[src/rtl/i2c_master_ctrl.sv]
// i2c_master_ctrl: single-master I2C byte engine; START/WRITE/READ/STOP on a quarter-bit timebase with stretching and arbitration.
module i2c_master_ctrl #(
  parameter int DIV = 125
) (
  input  logic       clk,
  input  logic       rst,
  input  logic       cmd_valid,
  output logic       cmd_ready,
  input  logic [2:0] cmd,
  input  logic [7:0] wr_data,
  output logic [7:0] rd_data,
  output logic       rd_valid,
  output logic       done,
  output logic       ack,
  output logic       arb_lost,
  output logic       busy,
  input  logic       scl_i,
  input  logic       sda_i,
  output logic       scl_oe,
  output logic       sda_oe
);
  typedef enum logic [2:0] {IDLE, START, BIT, ACKBIT, STOP} state_t;
  state_t state, nxt;
  logic [15:0] cnt;
  logic [1:0] q;
  logic [2:0] idx, op;
  logic [7:0] d, rx;
  logic scl_r, sda_r, hold, qend, samp, last, lost, acc, rdone;
  assign cmd_ready = state == IDLE;
  assign acc = cmd_valid && cmd_ready;
  // Lines hold their last driven level while idle so a repeated START begins with SCL still low.
  always_comb begin
    scl_oe = scl_r;
    sda_oe = sda_r;
    nxt = state;
    case (state)
      START: begin
        scl_oe = q == 2'd0 ? scl_r : q == 2'd3;
        sda_oe = q[1];
      end
      BIT, ACKBIT: begin
        scl_oe = q == 2'd0 || q == 2'd3;
        sda_oe = state == BIT ? op == 3'd1 && !d[~idx] : op == 3'd2;
      end
      STOP: begin
        scl_oe = q == 2'd0;
        sda_oe = !q[1];
      end
      default: ;
    endcase
    hold = !scl_oe && !scl_i;
    qend = state != IDLE && cnt == 16'(DIV - 1) && !hold;
    samp = qend && q == 2'd2;
    last = qend && q == 2'd3;
    lost = state == BIT && op == 3'd1 && samp && !sda_oe && !sda_i;
    rdone = last && state == ACKBIT && op != 3'd1;
    case (state)
      IDLE: begin
        if (acc && cmd == 3'd0) nxt = START;
        else if (acc && cmd == 3'd4) nxt = STOP;
        else if (acc && cmd <= 3'd3) nxt = BIT;
      end
      START, STOP, ACKBIT: if (last) nxt = IDLE;
      BIT: begin
        if (lost) nxt = IDLE;
        else if (last && idx == 3'd7) nxt = ACKBIT;
      end
      default: nxt = IDLE;
    endcase
  end
  always_ff @(posedge clk) begin
    if (rst) begin
      state <= IDLE;
      cnt <= '0;
      q <= '0;
      idx <= '0;
      op <= '0;
      d <= '0;
      rx <= '0;
      scl_r <= 1'b0;
      sda_r <= 1'b0;
      rd_data <= '0;
      rd_valid <= 1'b0;
      done <= 1'b0;
      ack <= 1'b0;
      arb_lost <= 1'b0;
      busy <= 1'b0;
    end else begin
      state <= nxt;
      scl_r <= scl_oe && !lost;
      sda_r <= sda_oe && !lost;
      done <= (acc && cmd > 3'd4) || lost || (last && state != BIT);
      rd_valid <= rdone;
      cnt <= state == IDLE || qend ? '0 : hold ? cnt : cnt + 16'd1;
      q <= state == IDLE ? '0 : qend ? q + 2'd1 : q;
      idx <= state == IDLE ? '0 : last && state == BIT ? idx + 3'd1 : idx;
      if (samp && state == BIT) rx <= {rx[6:0], sda_i};
      if (samp && state == ACKBIT && op == 3'd1) ack <= !sda_i;
      if (rdone) rd_data <= rx;
      if (acc) begin
        op <= cmd;
        d <= wr_data;
      end
      if (acc && cmd == 3'd0) arb_lost <= 1'b0;
      else if (lost) arb_lost <= 1'b1;
      if (lost || (last && state == STOP)) busy <= 1'b0;
      else if (last && state == START) busy <= 1'b1;
    end
  end
endmodule

[config.mk]
export PLATFORM = sky130hd
export DESIGN_NAME = i2c_master_ctrl
export DESIGN_NICKNAME = d
export VERILOG_FILES = /design/src/rtl/i2c_master_ctrl.sv
export SDC_FILE = /design/constraint.sdc
export NUM_CORES = 1
export LEC_CHECK = 0
export BUFFER_PORTS_ARGS = -buffer_cell sky130_fd_sc_hd__buf_2
export CAP_MARGIN = 30
export CORE_UTILIZATION = 64
export CTS_BUF_LIST = sky130_fd_sc_hd__clkbuf_4 sky130_fd_sc_hd__clkbuf_8
export DETAILED_ROUTE_END_ITERATION = 16
export GPL_TIMING_DRIVEN = 0
export PLACE_DENSITY = 0.87
export SETUP_SLACK_MARGIN = 0.15
export SLEW_MARGIN = 15
export SYNTH_ARGS = -nofsm -noshare
export SYNTH_HDL_FRONTEND = slang
export SYNTH_SLANG_ARGS = --single-unit
[constraint.sdc]
create_clock -name clk -period 3.4 [get_ports clk]
set_input_delay 0.68 -clock clk [delete_from_list [all_inputs] [get_ports clk]]
set_output_delay 0.68 -clock clk [all_outputs]
set_load 0.01 [all_outputs]
==> flow_summary.toml, run 1 <==
[timing]
min_period_over_period_pct = 83.1
setup_ws_ns = 0.573
rsz0062_at_grt = "no"
final_hold_viol_count = 0
fin_skew_ns = 0.00342
fmax_mhz = 354
period_minus_slack_ns = 2.83
slew_headroom_pct = 57.9
drv_slew = 0
worst_pin_slew_ns = 0.629
finalSetupViolations = 0
tns_ns = 0

[power]
seqPwrFrac_pct = 48.1
combPwrFrac_pct = 14.3
clkPwrFrac_pct = 37.7
fin_total_pwr_w = 0.00149
ir_drop_mv = 0.346
p_leak_nw = 1.25
internal_power_w = 0.00108
p_per_area_nw_per_um2 = 482
swShare_pct = 27.5
switchingPower_w = 0.000411

[critical_path]
critPathArrivalTime_ns = 2.15
r2r_end = "cnt[5]"
startpoint_type = "flop"
slowest_stage = "nor3_2"
crit_type = "flop to output pin"
reg2reg_from = "q[1]"
path_max_fanout = 10
crit_required_ns = 2.72
cp_cell_sequence = "clkbuf_1 -> inv_1 -> nor3_2 -> nand3_1 -> nand2_1 -> buf_2"
critPathMaxStageDelay_ns = 0.43
r2r_cells = 9
reg2reg_setup_slack_ns = 0.69
cp-end-kind = "output pin"

[synth]
synthCells = 325
synth-edff-count = 0
synth.avg_cell_area_um2 = 8.32
ys_types = 44
synth_area_um2 = 2710
ys_ff_latch = 58
ys_warn_count = 0
ys.flop_type = "dfxtp_1"
syn_nets = 348
async_reset_ff_share_pct = 0
ys_seq_area_share_pct = 42.9

[floorplan]
die_w_um = 67.0
die-height_um = 67.0
ios = 32
core_um2 = 4030
start_util_pct = 67.1
dieArea_um2 = 4490
row_count = 23

[routing]
drtPass1Iterations = 4
vias_per_cell = 5.77
ant_nets = 0
drt-total-wl_um = 6100
via_count = 2430
post_drt_wl_per_cell_um = 14.5
remaining_drc_errors = 0
drtIter0Drc = 184

[clock_network]
cts_buffers = 9
ctsHoldBuffers = 0
clock_path_buffers = 2
cts_sinks = 58
clkLatencyLatePin_ns = 0.34
cts_setup_buffers = 0
htreeDepth = 3
clockRootBuffer = "clkbuf_8"
cts_tree = "done"
clkTransAtPathRegs_ns = 0.06
ctsResizeCount = 0

[placed_design]
place_congestion = 0.931
post_dp_cell_area_um2 = 2920
portBuffers = 30
hpwl_um = 4200
pre_cts_ws_ns = 0.678
dp_cells = 405

[min_path]
min_to = "rd_data[0]"
hp-class = "flop to flop"
hp-start = "rd_data[0]"
holdPathStages = 2

[final_layout]
nets = 390
fin_cells = 421
design_area_um2 = 3100
layout_common_cells = "dfxtp_1 (58), nand2_1 (45), nor2_1 (36)"
area_growth_pct = 14.7
final_common_cell = "dfxtp_1"
layout-drive-gt1-share_pct = 15.9
antennaDiodeCount = 0

[global_route]
grt_pass1_vias = 2133
grt_pass1_wl_um = 9840
grt_antenna_before_repair = 0
grt_usage_pct = 30.0
grt_max_degree = 11
overflow = 0

[run]
drv_cap = 0

[status]
outcome = "completed"
[metal layers]
metal / global-route usage (%) / vias up / wire length, um / share of wire [%]
li1: - / 1205 / - / -
met1: 37.5 / 1137 / 2730 / 45
met2: 46.4 / 76 / 2900 / 48
met3: 9.59 / 12 / 339 / 5.6
met4: 13.3 / 0 / 134 / 2.2
met5: 0 / - / 0 / 0
[logic make-up after synthesis]
| kind of cell | synth area share [%] |
|---|---|
| xor gates and xnor gates | 5.18 |
| and+or+nand+nor | 25.4 |
| AOI/OAI and AO/OA | 11.7 |
| muxes | 6.43 |
| DFF | 42.9 |
| adders and majority gates | 3.24 |
| buffers and inverters | 5.13 |
[Yosys cell counts (2+ instances only)]
master	count	area (um2)
o211a_1	2	20.0
dfxtp_1	58	1160
xnor2_1	11	96.3
xor2_1	5	43.8
nor4_1	3	18.8
a221oi_1	2	17.5
nor3_1	14	70.1
a21oi_1	32	160
buf_2	2	10.0
ha_1	7	87.6
or3_1	7	43.8
nand2b_1	5	31.3
o21ai_0	5	25.0
o2111ai_1	2	17.5
clkbuf_1	9	33.8
nand2_1	45	169
nor4b_1	2	17.5
buf_6	3	33.8
nand3_1	16	80.1
nor2_1	36	135
and3_1	3	18.8
a31oi_1	2	12.5
mux2i_1	14	140
inv_1	14	52.6
nand4_1	7	43.8
[per-stage QoR]
step	util (%)	hold slack (ns)
after floorplan	-	0.436
after global placement	72.4	0.436
after detailed placement	72.4	0.444
after CTS	76.7	0.452
after global routing	77.0	0.477
final	77.0	0.450
[worst max-delay path: cells and delay by family (launching register included)]
kind / cells / cell delay, ns
flops: 1 / 0.37
simple gates: 3 / 0.79
buf+inv: 3 / 0.65
[registers in the layout, summed over array words and instances, names as in the netlist, 2 cells and up]
| register | count |
|---|---|
| q | 2 |
| idx | 3 |
| op | 3 |
| state | 3 |
| rd_data | 8 |
| cnt | 16 |
| rx | 8 |
| d | 8 |
[power groups by stage]
stage,logic [W],registers [W],clock network (W)
after floorplan,0.000149,0.000729,0
after global placement,0.000201,0.000731,0
after detailed placement,0.000205,0.000733,0
after CTS,0.000210,0.000718,0.000570
after global routing,0.000233,0.000720,0.000603
final,0.000213,0.000718,0.000563
[how the worst max path moves through the flow]
stage,from,to,slack [ns],cells past startpoint
6_report,state[1],sda_oe,0.57,6
3_3_place_gp,state[1],sda_oe,0.74,6
4_1_cts,state[1],sda_oe,0.30,6
5_1_grt,q[1],scl_oe,0.46,7
2_1_floorplan,q[1],scl_r,1.07,8
3_5_place_dp,state[1],sda_oe,0.68,6
[layout make-up]
class                      count  area [um2]
fill                         320         927
inverter                      14        52.6
timing repair buffer          31         155
multi-input combinational    237        1410
clock buffer                  12         159
clock inverter                 3        15.0
sequential                    58        1160
tap                           50        62.6
buffer                        16        86.3
Note: power is estimated with default switching activity, not from simulation.
==> run 2, diff against run 1 <==
--- a/config.mk
+++ b/config.mk
@@ -5,13 +5,14 @@
 export SDC_FILE = /design/constraint.sdc
 export NUM_CORES = 1
 export LEC_CHECK = 0
+export ABC_AREA = 1
 export BUFFER_PORTS_ARGS = -buffer_cell sky130_fd_sc_hd__buf_2
 export CAP_MARGIN = 30
-export CORE_UTILIZATION = 64
+export CORE_UTILIZATION = 54
 export CTS_BUF_LIST = sky130_fd_sc_hd__clkbuf_4 sky130_fd_sc_hd__clkbuf_8
 export DETAILED_ROUTE_END_ITERATION = 16
 export GPL_TIMING_DRIVEN = 0
-export PLACE_DENSITY = 0.87
+export PLACE_DENSITY = 0.78
 export SETUP_SLACK_MARGIN = 0.15
 export SLEW_MARGIN = 15
 export SYNTH_ARGS = -nofsm -noshare
==> constraint.sdc (replaced) <==
create_clock -name clk -period 2.3 [get_ports clk]
set_input_delay 0.46 -clock clk [delete_from_list [all_inputs] [get_ports clk]]
set_output_delay 0.46 -clock clk [all_outputs]
set_load 0.01 [all_outputs]
==> flow_summary.toml, run 2 <==
[clock_network]
clockRootBuffer = "clkbuf_8"
clock_path_buffers = 2
cts_buffers = 9
clkLatencyLatePin_ns = 0.34
cts_tree = "done"
htreeDepth = 3
cts_sinks = 58
clkTransAtPathRegs_ns = 0.06

[synth]
ys_warn_count = 0
ys_ff_latch = 58
synth_area_um2 = 2840
synthCells = 386
ys.flop_type = "dfxtp_1"
ys_types = 36
synth.most_common_cell = "inv_1"
synth-edff-count = 0
netlist_top_cells_count = "inv_1 (60), dfxtp_1 (58), nand2_1 (51), nor2_1 (50), a21oi_1 (36)"
synth_area_leaders = "dfxtp_1 (41%), inv_1 (7.9%), nand2_1 (6.7%), nor2_1 (6.6%), a21oi_1 (6.4%)"
syn_nets = 409
synth.avg_cell_area_um2 = 7.35
async_reset_ff_share_pct = 0
yosys.area.top_type = "dfxtp_1"
ys_seq_area_share_pct = 40.9
synth_top_area_share_pct = 40.9

[final_layout]
nets = 463
regMostFlops = "cnt"
antennaDiodeCount = 0
fin_cells = 514
largest_register_ffs = 16
area_growth_pct = 22.4
final_common_cell = "inv_1"
layout_common_cells = "inv_1 (55), dfxtp_1 (53), nor2_1 (50)"
layout-drive-gt1-share_pct = 25.0

[timing]
worst_pin_slew_ns = 0.451
fmax_mhz = 475
slew_headroom_pct = 69.9
min_period_over_period_pct = 91.5
tns_ns = 0
final_hold_viol_count = 0
drv_slew = 0
rsz0062_at_grt = "yes"
finalSetupViolations = 0
setup_ws_ns = 0.195
period_minus_slack_ns = 2.10
fin_skew_ns = 0.00709

[critical_path]
r2r_end = "cnt[13]"
crit_path_start = "state[1]"
startpoint_type = "flop"
critical-path-top-delay-family = "simple AND/OR/NAND/NOR gates"
r2r_cells = 14
reg2reg_setup_slack_ns = 0.23
cp_cell_sequence = "inv_2 -> nor2_4 -> nand2_4 -> nor2_4 -> nand3_2 -> nand2_2 -> nand2_1 -> nand2_1 -> nand2_2 -> inv_2 -> buf_6"
cp-end-kind = "output pin"
critPathArrivalTime_ns = 1.64
slowest_stage = "dfxtp_2"
crit_type = "flop to output pin"
crit_required_ns = 1.84
path_buf_inv = 3
critPathMaxStageDelay_ns = 0.34
cp_num_cells = 11
worstSetupEndpoint = "sda_oe"
reg2reg_from = "q[1]"
path_max_fanout = 4

[global_route]
grt_pass1_vias = 2280
overflow = 0
grt_max_degree = 11
grt_usage_pct = 23.6
grt_antenna_before_repair = 0
grt_pass1_wl_um = 9770

[floorplan]
row_count = 26
ios = 32
dieArea_um2 = 5550
die_w_um = 74.5
core_um2 = 5070
die-height_um = 74.5
start_util_pct = 55.9

[placed_design]
hpwl_um = 4290
dp_cells = 487
place_congestion = 0.862
pre_cts_ws_ns = 0.156
portBuffers = 31

[power]
ir_drop_mv = 0.556
p_per_area_nw_per_um2 = 899
p_leak_nw = 1.44

[routing]
post_drt_wl_per_cell_um = 12.2
drtPass1Iterations = 4
vias_per_cell = 5.16
via_count = 2651
remaining_drc_errors = 0
ant_nets = 0
drtIter0Drc = 150
drt-total-wl_um = 6290

[min_path]
hp-class = "input pin to flop"

[status]
outcome = "completed"

[run]
drv_cap = 0
[run 2: cell count changes in the layout (fill, tap and decap cells not counted), moves of 7 or more]
cell	delta
clkbuf_1	-8
inv_1	+41
mux2i_1	-14
a211oi_1	+9
o21ai_0	+21
xnor2_1	-11
buf_4	+11
nor2_1	+14
o21ai_1	+9
or3_1	-7
[run 2: worst min-delay path by stage]
stage / endpoint / slack (ns) / cells past startpoint / start
after floorplan: cnt[4] / 0.42 / 2 / cnt[4]
final: d[5] / 0.34 / 3 / wr_data[5]
after detailed placement: cnt[4] / 0.44 / 2 / cnt[4]
after CTS: d[5] / 0.34 / 3 / wr_data[5]
after global placement: cnt[4] / 0.43 / 2 / cnt[4]
after global routing: d[7] / 0.36 / 3 / wr_data[7]
[run 2: cells by family (layout without fill, tap and decap cells)]
kind of cell | after synthesis | count (layout) | synth area share [%]
buf+inv | 71 | 129 | 10.3
compound gates | 86 | 86 | 16.7
flops | 58 | 58 | 40.9
fa+ha+maj | 7 | 7 | 3.09
simple gates | 164 | 164 | 29.0
[run 2: tightest hold or removal path: cells and delay by family]
| family | cells | cell delay, ns |
|---|---|---|
| and+or+nand+nor | 2 | 0.11 |
| buffers and inverters | 1 | 0.07 |
[run 2: layout make-up]
cell class                 instances  area (um2)
inverter                          63         241
fill                             441        1600
clock inverter                     2        35.0
tap                               70        87.6
timing repair buffer              43         255
clock buffer                      13         173
buffer                             8        60.1
sequential                        58        1170
multi-input combinational        257        1450
[run 2: power by group]
| group | switching, W | internal (W) | leakage, nW |
|---|---|---|---|
| clock network | 0.000389 | 0.000594 | 0.109 |
| registers | 0.0000659 | 0.00112 | 0.473 |
| logic | 0.000601 | 0.000357 | 0.861 |
[run 2: per-layer routing]
| metal | track usage, % | routed length [um] | up-vias |
|---|---|---|---|
| met5 | 0 | 0 | - |
| met4 | 11.9 | 127 | 0 |
| met3 | 5.56 | 255 | 12 |
| met2 | 37.8 | 3040 | 60 |
| met1 | 29.6 | 2880 | 1207 |
| li1 | - | - | 1372 |
[run 2: through the flow]
stage | hold WS [ns] | util [%] | area, um2 | total power, W
after floorplan | 0.423 | - | 2840 | 0.00181
after global placement | 0.434 | 60.7 | 3080 | 0.00200
after detailed placement | 0.441 | 60.7 | 3080 | 0.00201
after CTS | 0.341 | 65.4 | 3320 | 0.00301
after global routing | 0.360 | 68.4 | 3470 | 0.00331
final | 0.345 | 68.4 | 3470 | 0.00312
[run 2: timing repair]
| item | 4_1_cts | 5_1_grt |
|---|---|---|
| pin swaps | 1 | 14 |
| resized for setup | 6 | 33 |
| hold buffers | 0 | 0 |
| buffers inserted | 2 | 10 |
| endpoints found under the setup margin | 9 | 28 |
